===== config.mk =====
export PLATFORM = sky130hd
export DESIGN_NAME = scv_test_mailbox
export DESIGN_NICKNAME = d
export VERILOG_FILES = /design/src/rtl/scv_test_mailbox.sv
export SDC_FILE = /design/constraint.sdc
export NUM_CORES = 1
export LEC_CHECK = 0
export BUFFER_PORTS_ARGS = -buffer_cell sky130_fd_sc_hd__buf_2
export CAP_MARGIN = 10
export CORE_UTILIZATION = 37
export CTS_CLUSTER_DIAMETER = 40
export DETAILED_ROUTE_END_ITERATION = 16
export PLACE_DENSITY = 0.61
export SYNTH_ARGS = -nofsm -noshare
export SYNTH_HDL_FRONTEND = slang
export SYNTH_SLANG_ARGS = --single-unit

===== constraint.sdc =====
create_clock -name CLK -period 3.5 [get_ports CLK]
set_input_delay 0.175 -clock CLK [delete_from_list [all_inputs] [get_ports CLK]]
set_output_delay 0.175 -clock CLK [all_outputs]
set_load 0.01 [all_outputs]

===== src/rtl/scv_test_mailbox.sv =====
// scv_test_mailbox: bus-responder mailbox on the uPD7800 external bus.
// The CPU writes progress bytes into a 4-byte register window at BASE. The
// bytes queue in a small FIFO and stream out on a valid/ready port.
//
// Ports:
//   CLK, RESETB        clock, asynchronous active-low reset
//   CP2_NEGEDGE        one-CLK strobe at the CPU write-sample point
//   A[15:0]            CPU address bus
//   DB_I[7:0]          CPU write data
//   DB_O[7:0], DB_OE   registered read data and its valid flag
//   RDB, WRB           CPU read/write strobes, active low
//   OUT_DATA[7:0]      FIFO head byte
//   OUT_VALID          FIFO not empty
//   OUT_READY          consumer accepts the head byte
//   DONE, OVF          sticky test-complete and FIFO-overflow flags
//
// Register map (offset from BASE):
//   +0 DATA   W: push byte, R: last byte written
//   +1 STATUS R: {count[3:0], DONE, OVF, full, empty}
//   +2 CTRL   W: bit0 flush, bit1 set DONE, bit2 clear OVF; R: {6'b0, DONE, 1'b0}
//   +3 reserved
module scv_test_mailbox #(
  parameter logic [15:0] BASE  = 16'h2000,
  parameter int unsigned DEPTH = 8
) (
  input  logic        CLK,
  input  logic        RESETB,
  input  logic        CP2_NEGEDGE,
  input  logic [15:0] A,
  input  logic [7:0]  DB_I,
  output logic [7:0]  DB_O,
  output logic        DB_OE,
  input  logic        RDB,
  input  logic        WRB,
  output logic [7:0]  OUT_DATA,
  output logic        OUT_VALID,
  input  logic        OUT_READY,
  output logic        DONE,
  output logic        OVF
);

  localparam int unsigned PTR_W = $clog2(DEPTH);
  localparam int unsigned CNT_W = PTR_W + 1;
  localparam logic [CNT_W-1:0] FULL_CNT = CNT_W'(DEPTH);

  logic             r_arm;
  logic [PTR_W-1:0] r_rd_ptr;
  logic [PTR_W-1:0] r_wr_ptr;
  logic [CNT_W-1:0] r_count;
  logic [7:0]       r_mem [DEPTH];
  logic [7:0]       r_last;
  logic             r_done;
  logic             r_ovf;
  logic [7:0]       r_db_o;
  logic             r_db_oe;
  logic [7:0]       r_out_data;
  logic             r_out_valid;

  logic             w_hit;
  logic             w_acc;
  logic             w_wr_data;
  logic             w_wr_ctrl;
  logic             w_flush;
  logic             w_empty;
  logic             w_full;
  logic             w_pop;
  logic             w_push_do;
  logic             w_rd_en;
  logic [7:0]       w_rd_mux;
  logic [PTR_W-1:0] w_rd_ptr_nxt;
  logic [PTR_W-1:0] w_wr_ptr_nxt;
  logic [CNT_W-1:0] w_count_nxt;
  logic [7:0]       w_head_nxt;
  logic             w_valid_nxt;

  // Address decode and write qualification; arm limits each CPU write to one accept.
  always_comb begin
    w_hit     = (A[15:2] == BASE[15:2]);
    w_acc     = CP2_NEGEDGE & ~WRB & w_hit & r_arm;
    w_wr_data = w_acc & (A[1:0] == 2'd0);
    w_wr_ctrl = w_acc & (A[1:0] == 2'd2);
    w_flush   = w_wr_ctrl & DB_I[0];
    w_empty   = (r_count == '0);
    w_full    = (r_count == FULL_CNT);
    // Flush overrides any pop in the same cycle.
    w_pop     = ~w_empty & OUT_READY & ~w_flush;
    // A push into a full FIFO still fits when the head leaves the same cycle.
    w_push_do = w_wr_data & (~w_full | w_pop);
    w_rd_en   = w_hit & ~RDB;
  end

  // FIFO pointer/count next state and the head byte presented next cycle.
  always_comb begin
    w_rd_ptr_nxt = r_rd_ptr;
    w_wr_ptr_nxt = r_wr_ptr;
    w_count_nxt  = r_count;
    if (w_flush) begin
      w_rd_ptr_nxt = '0;
      w_wr_ptr_nxt = '0;
      w_count_nxt  = '0;
    end else begin
      if (w_pop) begin
        w_rd_ptr_nxt = r_rd_ptr + PTR_W'(1);
      end
      if (w_push_do) begin
        w_wr_ptr_nxt = r_wr_ptr + PTR_W'(1);
      end
      if (w_push_do && !w_pop) begin
        w_count_nxt = r_count + CNT_W'(1);
      end else if (w_pop && !w_push_do) begin
        w_count_nxt = r_count - CNT_W'(1);
      end
    end
    w_valid_nxt = (w_count_nxt != '0);
    // When the new head is the slot being written this edge, bypass the memory.
    if (w_push_do && (r_wr_ptr == w_rd_ptr_nxt)) begin
      w_head_nxt = DB_I;
    end else begin
      w_head_nxt = r_mem[w_rd_ptr_nxt];
    end
  end

  // Read register select from pre-edge state.
  always_comb begin
    w_rd_mux = 8'h00;
    unique case (A[1:0])
      2'd0:    w_rd_mux = r_last;
      2'd1:    w_rd_mux = {4'(r_count), r_done, r_ovf, w_full, w_empty};
      2'd2:    w_rd_mux = {6'b0, r_done, 1'b0};
      default: w_rd_mux = 8'h00;
    endcase
  end

  // Control and status registers.
  always_ff @(posedge CLK or negedge RESETB) begin
    if (!RESETB) begin
      r_arm       <= 1'b1;
      r_rd_ptr    <= '0;
      r_wr_ptr    <= '0;
      r_count     <= '0;
      r_last      <= 8'h00;
      r_done      <= 1'b0;
      r_ovf       <= 1'b0;
      r_db_o      <= 8'h00;
      r_db_oe     <= 1'b0;
      r_out_data  <= 8'h00;
      r_out_valid <= 1'b0;
    end else begin
      if (WRB) begin
        r_arm <= 1'b1;
      end else if (w_acc) begin
        r_arm <= 1'b0;
      end
      r_rd_ptr    <= w_rd_ptr_nxt;
      r_wr_ptr    <= w_wr_ptr_nxt;
      r_count     <= w_count_nxt;
      r_out_valid <= w_valid_nxt;
      r_out_data  <= w_valid_nxt ? w_head_nxt : 8'h00;
      if (w_wr_data) begin
        r_last <= DB_I;
      end
      if (w_wr_ctrl && DB_I[1]) begin
        r_done <= 1'b1;
      end
      if (w_wr_data && w_full && !w_pop) begin
        r_ovf <= 1'b1;
      end else if (w_wr_ctrl && DB_I[2]) begin
        r_ovf <= 1'b0;
      end
      r_db_oe <= w_rd_en;
      r_db_o  <= w_rd_en ? w_rd_mux : 8'h00;
    end
  end

  // FIFO storage; contents are meaningless until written, so no reset.
  always_ff @(posedge CLK) begin
    if (w_push_do) begin
      r_mem[r_wr_ptr] <= DB_I;
    end
  end

  assign DB_O      = r_db_o;
  assign DB_OE     = r_db_oe;
  assign OUT_DATA  = r_out_data;
  assign OUT_VALID = r_out_valid;
  assign DONE      = r_done;
  assign OVF       = r_ovf;

endmodule

Word-level counts from Yosys, hierarchy flattened --
Memories as Yosys holds them, arrays and structs flattened. Index checks and enable logic that the tools add are counted.
Word-level totals: memory bits (writable) 64, memories kept 1, bits in registers 39
Memory list:
- r_mem | depth 8, width 8, rd ports 1, clocked after Yosys merged registers in 0, wr ports 1, line 50 | logic [7:0] r_mem [DEPTH];
Cells by class: equality and inequality tests 5, multiplexer cells 17, add/subtract/negate cells 4, bitwise gates (word level) 16, reduce and logical (&&, ||, !) cells 15
Operators by type and width (count):
- $mux 8 | 3
- $pmux 8 s3 | 1
- $eq 14x12->1 const B | 1
- $mux 3 | 4
- $mux 4 | 3
- $and 1x1->1 | 10
- $logic_and 1x1->1 | 7
- $add 3x1->3 const B | 2
- $mux 1 | 6
- $reduce_bool 2->1 | 3
- $not 1->1 | 5
- $add 4x1->4 const B | 1
- $eq 4x4->1 const B | 1
- $logic_not 4->1 | 1
- $reduce_bool 4->1 | 1
- $sub 4x1->4 const B | 1
- $eq 3x3->1 | 1
- $eq 2x1->1 const B | 1
- $eq 2x2->1 const B | 1
- $logic_not 1->1 | 2
- $logic_not 2->1 | 1
- $or 1x1->1 | 1

Logic depth before layout (Yosys ltp) --
Gate-level depths: netlist of the first run.
word-level depth 17, depth in mapped cells 11, depth with buffers taken out 9

Worst setup path after synthesis of the first run --
No wires, ideal clock.
path type input -> register, from in A[5], to mem r_mem[2][0] (enable), path slack 0.670 ns, arrival 2.435 ns, stages 5, cells stage by stage nor4_1 > nand4_1 > nor3_1 > nor3b_2 > nor4bb_1
Between the ends: word-level cells in the longest chain between the ends 11, elaborated cells between the ends (all ways) 12, classes of those cells 1 x eq/ne; 2 x mux; 9 x bitwise
RTL lines:
- start: declaration | line 29 | input logic [15:0] A,
- $eq 14x12->1 (*) | line 78 | w_hit = (A[15:2] == BASE[15:2]);
- $and 1x1->1 (*) (2 in series) | line 79 | w_acc = CP2_NEGEDGE & ~WRB & w_hit & r_arm;
- $and 1x1->1 | line 81 | w_wr_ctrl = w_acc & (A[1:0] == 2'd2);
- $and 1x1->1 | line 82 | w_flush = w_wr_ctrl & DB_I[0];
- $not 1->1 | line 86 | w_pop = ~w_empty & OUT_READY & ~w_flush;
- $and 1x1->1 | line 86
- $or 1x1->1 | line 88 | w_push_do = w_wr_data & (~w_full | w_pop);
- $and 1x1->1 (*) | line 88
- $mux 1 (*) | line 177 | if (w_push_do) begin
- $mux 1 (not written as such) (*) | line 178 | r_mem[r_wr_ptr] <= DB_I;
- end: declaration | line 50
Every way passes the cells marked *; elsewhere a longest branch is shown, timed or not.

Final worst setup path of the first run --
from reg r_count[0], to reg r_out_data[1] (netlist: OUT_DATA[1])
Between the ends: word-level cells in the longest chain between the ends 13, elaborated cells between the ends (all ways) 25, classes of those cells 2 x add/sub; 2 x eq/ne; 7 x mux; 6 x bitwise; 7 x reduce/logical; 1 x memory
RTL lines:
- start: declaration | line 49 | logic [CNT_W-1:0] r_count;
- start signal: assignment | line 156 | r_count <= w_count_nxt;
- $logic_not 4->1 | line 83 | w_empty = (r_count == '0);
- $not 1->1 | line 86
- $and 1x1->1 (2 in series) | line 86
- $or 1x1->1 | line 88
- $and 1x1->1 | line 88
- $logic_not 1->1 | line 110 | end else if (w_pop && !w_push_do) begin
- $logic_and 1x1->1 | line 110
- $mux 4 | line 110
- $mux 4 | line 108 | if (w_push_do && !w_pop) begin
- $mux 4 | line 97 | if (w_flush) begin
- $reduce_bool 4->1 | line 114 | w_valid_nxt = (w_count_nxt != '0);
- $mux 8 (*) | line 158 | r_out_data <= w_valid_nxt ? w_head_nxt : 8'h00;
- end signal: assignment | line 158
- end: declaration | line 56 | logic [7:0] r_out_data;
Marked as above. A chain may end at the register's enable or synchronous reset.

==> run metrics, run 1 <==
cell count after synthesis=336; CTS buffer count=9; IO Port Bufs=49; vias in the first global route=between 2k and 3k; EDFF count, synth=64; total number of vias=2891; Clk pin slew, worst setup/hold paths=0.07 ns; Hold Startpoint=WRB; worst path arrival time=3.27 ns; initial DRC count=~170; first-pass iteration count of the detailed router=4; clk_skew=roughly 0.0057 ns; reg2reg start=r_count[0]; Least-Margin Pin Slew=about 0.85 ns; largest net degree at the start of global routing=40; final WL=roughly 9.7 mm; hpwl dp=7.033 mm; Routed Antenna Nets=0; Synth area leader=edfxtp_1; Seq/Total Area, Yosys=between 60% and 70%; Async S/R FF share, synth=37.86%; clock net sink count=103; count leader, synth=edfxtp_1; Startpoint Class=flip-flop; Layout Nets=426; fin. max-slew vios=0; minimum clock period=~3 ns; Ys Warns=0; # DRC=0; Post-CTS Resized=0; first-pass GRT wire length=roughly 16 mm; post-synthesis net count=370; WL/cell=17.23 um; most instantiated cells after synthesis=edfxtp_1 (64), dfrtp_1 (38), nor2_1 (26); HP Class=input port to flip-flop; Core ar.=12160 um2; io pins=50; initial antenna violation count=0; CTS tree=built; n_diodes=0; Final Hold Viols=0; initial core utilization=38.28%; Post-Syn Area=4656 um2; Final period util=88.04%; Distinct cells, synth=62; hold path endpoint=r_arm; H-tree levels=3; FF-to-FF End=OUT_DATA[1]; status=finished clean; most used flip-flop cell after synthesis=edfxtp_1; P_leak=2.228 nW; Synth Register Bits=103; post-synth top area share=between 40 and 50%; RSZ-0062 raised after global routing=false; Die Area=13040 um2; logic depth of the worst register-to-register path=9; CP endpoint kind=flip-flop; Rel. slew slack=43.25%; CP max FO=9; PD cells=approximately 700 nW/um2; # setup viols final=0; Crit Path Category=flip-flop to flip-flop; Worst-Skew Late Latency=about 0.34 ns; Area Overhead vs Synth=17.20%; Syn Area/Cell=around 14 um2; Hold Path Stages=2; number of max-cap violations=0; global route overflow=0; r2r setup slk=0.42 ns; Req. time, crit path=3.69 ns; Fmax=approximately 320 MHz; Clock Tree Buf Depth=2; Root Driver=clkbuf_16; synth top area cells=edfxtp_1 (41%), dfrtp_1 (20%), mux2i_1 (4.9%); layout cells sized above 1=a little over a quarter; num rows=40; Worst VDD drop=0.0004118 V; setup TNS=0 ns; gpl congestion=0.8410; Die Wd=114.2 um; vias per cell=around 5.1; gr usage total=between 15 and 20%; Final Core Density=44.87%; DIE HEIGHT=114.2 um
==> critical path, cell delays in order (launching register included) <==
cell      delay (ns)
dfrtp_1         0.40
inv_1           0.14
ha_1            0.28
or3b_1          0.49
and2_4          0.22
or4_4           0.56
nand2_1         0.11
o221ai_2        0.13
o31ai_4         0.47
a21oi_1         0.14
==> what timing repair did <==
action,in CTS,in global routing
hold buffers,2,0
hold endpoints to repair,39,0
endpoints found under the setup margin,0,0
setup buffers,0,0
==> flip-flops by register name (all words and copies together) (netlist names) <==
| register | cells |
|---|---|
| OUT_DATA | 8 |
| r_arm | 1 |
| DB_OE | 1 |
| OUT_VALID | 1 |
| DB_O | 8 |
| DONE | 1 |
| r_last | 8 |
| r_mem | 64 |
| r_wr_ptr | 3 |
| OVF | 1 |
| r_count | 4 |
| r_rd_ptr | 3 |
==> routing by layer <==
| layer | up-vias | track usage (%) | wire (um) |
|---|---|---|---|
| met5 | - | 0 | 0 |
| met4 | 0 | 6.580 | 114 |
| met3 | 11 | 3.441 | 371 |
| met2 | 77 | 26.10 | 4628 |
| met1 | 1409 | 21.19 | 4621 |
| li1 | 1394 | - | - |
==> logic make-up after synthesis <==
family,after synthesis,share of synthesized area [%]
xor gates and xnor gates,6,1.129
adders and majority gates,4,1.075
DFF,103,62.27
and+or+nand+nor,100,12.15
muxes,39,10.51
AOI/OAI and AO/OA,60,10.54
buffers and inverters,24,2.338
==> layout by cell type, fill, tap and decap left out, types with 4 or more instances in the layout <==
cell       synthesis  layout
xnor2_1            4       4
buf_2              3      49
ha_1               4       4
nor4_1             5       5
nand2_1           15      15
o31ai_1            7       7
mux4_2             7       7
nor2_1            26      26
clkbuf_16          0       9
nand2b_1           6       6
a22o_1             7       7
mux2_2             9       9
edfxtp_1          64      64
a21oi_1           10      10
o21bai_1           7       7
a22oi_1            7       7
mux2i_1           23      23
and3_1             4       4
buf_4              0      12
nor2b_1            7       7
nor3_1             7       7
dfrtp_1           38      38
inv_1              5       5
==> where the power goes <==
group | switching [mW] | internal (mW) | total (mW)
Clock | 0.449 | 0.564 | 1.01
Sequential | 0.0734 | 1.39 | 1.47
Combinational | 0.782 | 0.668 | 1.45
==> layout make-up <==
type                       count  area, um2
clock buffer                   9      225.2
clock inverter                 7      80.08
fill                        1131       6705
inverter                       5      18.77
multi-input combinational    209       1648
sequential                   103       2899
tap                          168      210.2
timing repair buffer          64      375.4
==> through the flow <==
stage	setup WS, ns	total power [mW]	area, um2	hold WS, ns	std cells
after floorplan	0.6705	2.548	4656	-0.1206	336
after global placement	0.5166	2.935	5131	0.3365	547
after detailed placement	0.4475	2.949	5131	0.3490	547
after CTS	0.4254	3.959	5456	0.05583	565
after global routing	0.1663	4.149	5456	0.06758	565
final	0.4187	3.931	5456	0.06755	565
==> worst max path at each step <==
stage	startpoint	end	cells past startpoint
after floorplan	A[5]	r_mem[2][0]	5
after global placement	r_count[0]	OUT_DATA[6]	9
after detailed placement	r_count[0]	OUT_DATA[2]	9
after CTS	r_count[0]	OUT_DATA[2]	9
after global routing	r_count[0]	OUT_DATA[6]	10
final	r_count[0]	OUT_DATA[1]	9
No activity file was read; power rests on OpenSTA's default activity.
==> inputs of run 2 (changes only) <==
CORE_MARGIN = 2   (was not set)
==> run 2 against run 1 <==
  * Non-clock buffer count is the same
  * Fmax shrank 0.28%
  * Combinational power is essentially flat
  * Utilization grew 0.26 points
  * Critical endpoint is now OUT_DATA[4]
  * Via count grew 2.5%
  * Die area grew 3.5%
==> run metrics, run 2 (synthesis gave the netlist of run 1 again) <==
CTS buffer count=9 (unchanged); buffers inserted during post-CTS setup optimization=0 (unchanged); FF-to-FF End=OUT_DATA[4]; hold path endpoint=DB_OE; power share of the clock group=27.2% (+1.4 points); vias in the first global route=2951 (-0.84%); setup TNS=0 ns (unchanged); most common cell after layout, fill and taps aside=edfxtp_1; H-tree levels=3 (unchanged); Sw Pwr=1.326 mW (+1.6%); initial DRC count=194 (+15%); DIE HEIGHT=116.2 um (+1.8%); IO Port Bufs=49 (unchanged); hpwl dp=7.200 mm (+2.4%); Fmax=323.6 MHz (-0.28%); first-pass GRT wire length=15.57 mm (about the same); total number of vias=2964 (+2.5%); status=finished clean; # setup viols final=0 (unchanged); # DRC=0 (unchanged); Final period util=88.29% (+0.25 points); CTS tree=built; logic depth of the worst register-to-register path=9 (unchanged); largest reg by FF count=r_mem; P_leak=2.241 nW (+0.55%); switching share of power=32.90% (-0.29 points); Startpoint Class=flip-flop; Die Area=13500 um2 (+3.5%); initial antenna violation count=0 (unchanged); Req. time, crit path=3.69 ns (about the same); pre-CTS WS=0.4234 ns (-0.02415 ns); Least-Margin Pin Slew=0.8768 ns (+0.02550 ns); CP max FO=9 (unchanged); Die Wd=116.2 um (+1.8%); slack of the critical path=0.4100 ns (-0.008738 ns); most frequent cells in the layout=edfxtp_1 (64), buf_2 (49), dfrtp_1 (38); Hold Path Stages=2 (unchanged); number of flip-flops in the largest register=64 (unchanged); Hold Startpoint=RDB; Layout Nets=426 (unchanged); Min Hold Slack=0.01626 ns (-0.05130 ns); fin. max-slew vios=0 (unchanged); Clk pin slew, worst setup/hold paths=0.07 ns (about the same); r2r setup slk=0.41 ns (about the same); WL/cell=17.80 um (+3.3%); clock net sink count=103 (unchanged); Area Overhead vs Synth=17.87%; reg2reg start=r_count[0]; final WL=10.06 mm (+3.3%); Routed Antenna Nets=0 (unchanged); Crit Path Category=flip-flop to flip-flop; layout cells sized above 1=27.20% (+0.25 points); clk_skew=0.007075 ns (+0.001421 ns); n_diodes=0 (unchanged); number of max-cap violations=0 (unchanged); initial core utilization=38.28% (unchanged); Final Hold Viols=0 (unchanged); Core ar.=12160 um2 (unchanged); HP Class=input port to flip-flop; Combinational Power Share=36.3% (-0.6 points); io pins=50 (unchanged); global route overflow=0 (unchanged); Root Driver=clkbuf_16; Worst VDD drop=0.0003829 V (-7.0%); minimum clock period=3.090 ns (+0.008738 ns); vias per cell=5.246 (+2.5%); gr usage total=15.57% (-0.58 points); Pint=2.704 mW (+3.0%); largest net degree at the start of global routing=40 (unchanged); Clock Tree Buf Depth=2 (unchanged); worst path arrival time=3.28 ns (about the same); Rel. slew slack=41.55% (-1.7 points); RSZ-0062 raised after global routing=false; PD cells=734.4 nW/um2 (+1.9%); Worst-Skew Late Latency=0.34 ns (about the same); first-pass iteration count of the detailed router=4 (unchanged); Reg power frac=36.5% (-0.8 points); num rows=40 (unchanged); gpl congestion=0.8210 (-2.4%); CP endpoint kind=flip-flop
## run 2: critical path: stages, from the launching register on
cell      delay [ns]
dfrtp_1         0.40
inv_1           0.14
ha_1            0.29
or3b_1          0.50
and2_4          0.22
or4_4           0.56
nand2_1         0.11
o221ai_2        0.13
o31ai_4         0.45
a21oi_1         0.14
## run 2: per-stage QoR
stage	cells	instance area [um2]	utilization, %	power [mW]
3_5_place_dp	548	5139	42.25	2.959
6_report	565	5488	45.12	4.030
2_1_floorplan	336	4656	-	2.548
4_1_cts	565	5488	45.12	4.062
3_3_place_gp	548	5139	42.25	2.944
5_1_grt	565	5488	45.12	4.249
## run 2: layout make-up
cell class / count / area [um2]
Inverter: 5 / 18.77
Clock buffer: 9 / 225.2
Multi-Input combinational cell: 209 / 1648
Timing Repair Buffer: 64 / 372.9
Fill cell: 1080 / 6674
Tap cell: 168 / 210.2
Clock inverter: 7 / 113.9
Sequential cell: 103 / 2899
## run 2: worst max path at each step
| stage | from | to | slack [ns] | cells after the start |
|---|---|---|---|---|
| 6_report | r_count[0] | OUT_DATA[4] | 0.41 | 9 |
| 3_5_place_dp | r_count[0] | OUT_DATA[6] | 0.42 | 10 |
| 2_1_floorplan | A[5] | r_mem[2][0] | 0.67 | 5 |
| 3_3_place_gp | r_count[0] | OUT_DATA[6] | 0.49 | 9 |
| 5_1_grt | r_count[0] | OUT_DATA[6] | 0.18 | 10 |
| 4_1_cts | r_count[0] | OUT_DATA[6] | 0.41 | 10 |
## run 2: routing by layer
layer | vias to the layer above | routed length [um] | share of wire [%] | global-route usage (%)
met5 | - | 0 | 0 | 0
met4 | 0 | 130 | 1.3 | 5.317
met3 | 13 | 363 | 3.6 | 3.166
met2 | 74 | 4871 | 48 | 26.20
met1 | 1478 | 4690 | 47 | 20.27
li1 | 1399 | - | - | -
## run 2: what timing repair did
action	4_1_cts	5_1_grt
setup endpoints to repair	0	0
endpoints found under the hold margin	38	0
resized for setup	0	0
hold buffers	1	0
## run 2: power by group through the flow
stage | Clock [mW] | Combinational [mW] | Sequential (mW)
floorplan | 0 | 1.06 | 1.49
global placement | 0 | 1.45 | 1.50
detailed placement | 0 | 1.46 | 1.50
CTS | 1.12 | 1.47 | 1.48
global route | 1.16 | 1.60 | 1.48
finish | 1.10 | 1.46 | 1.47
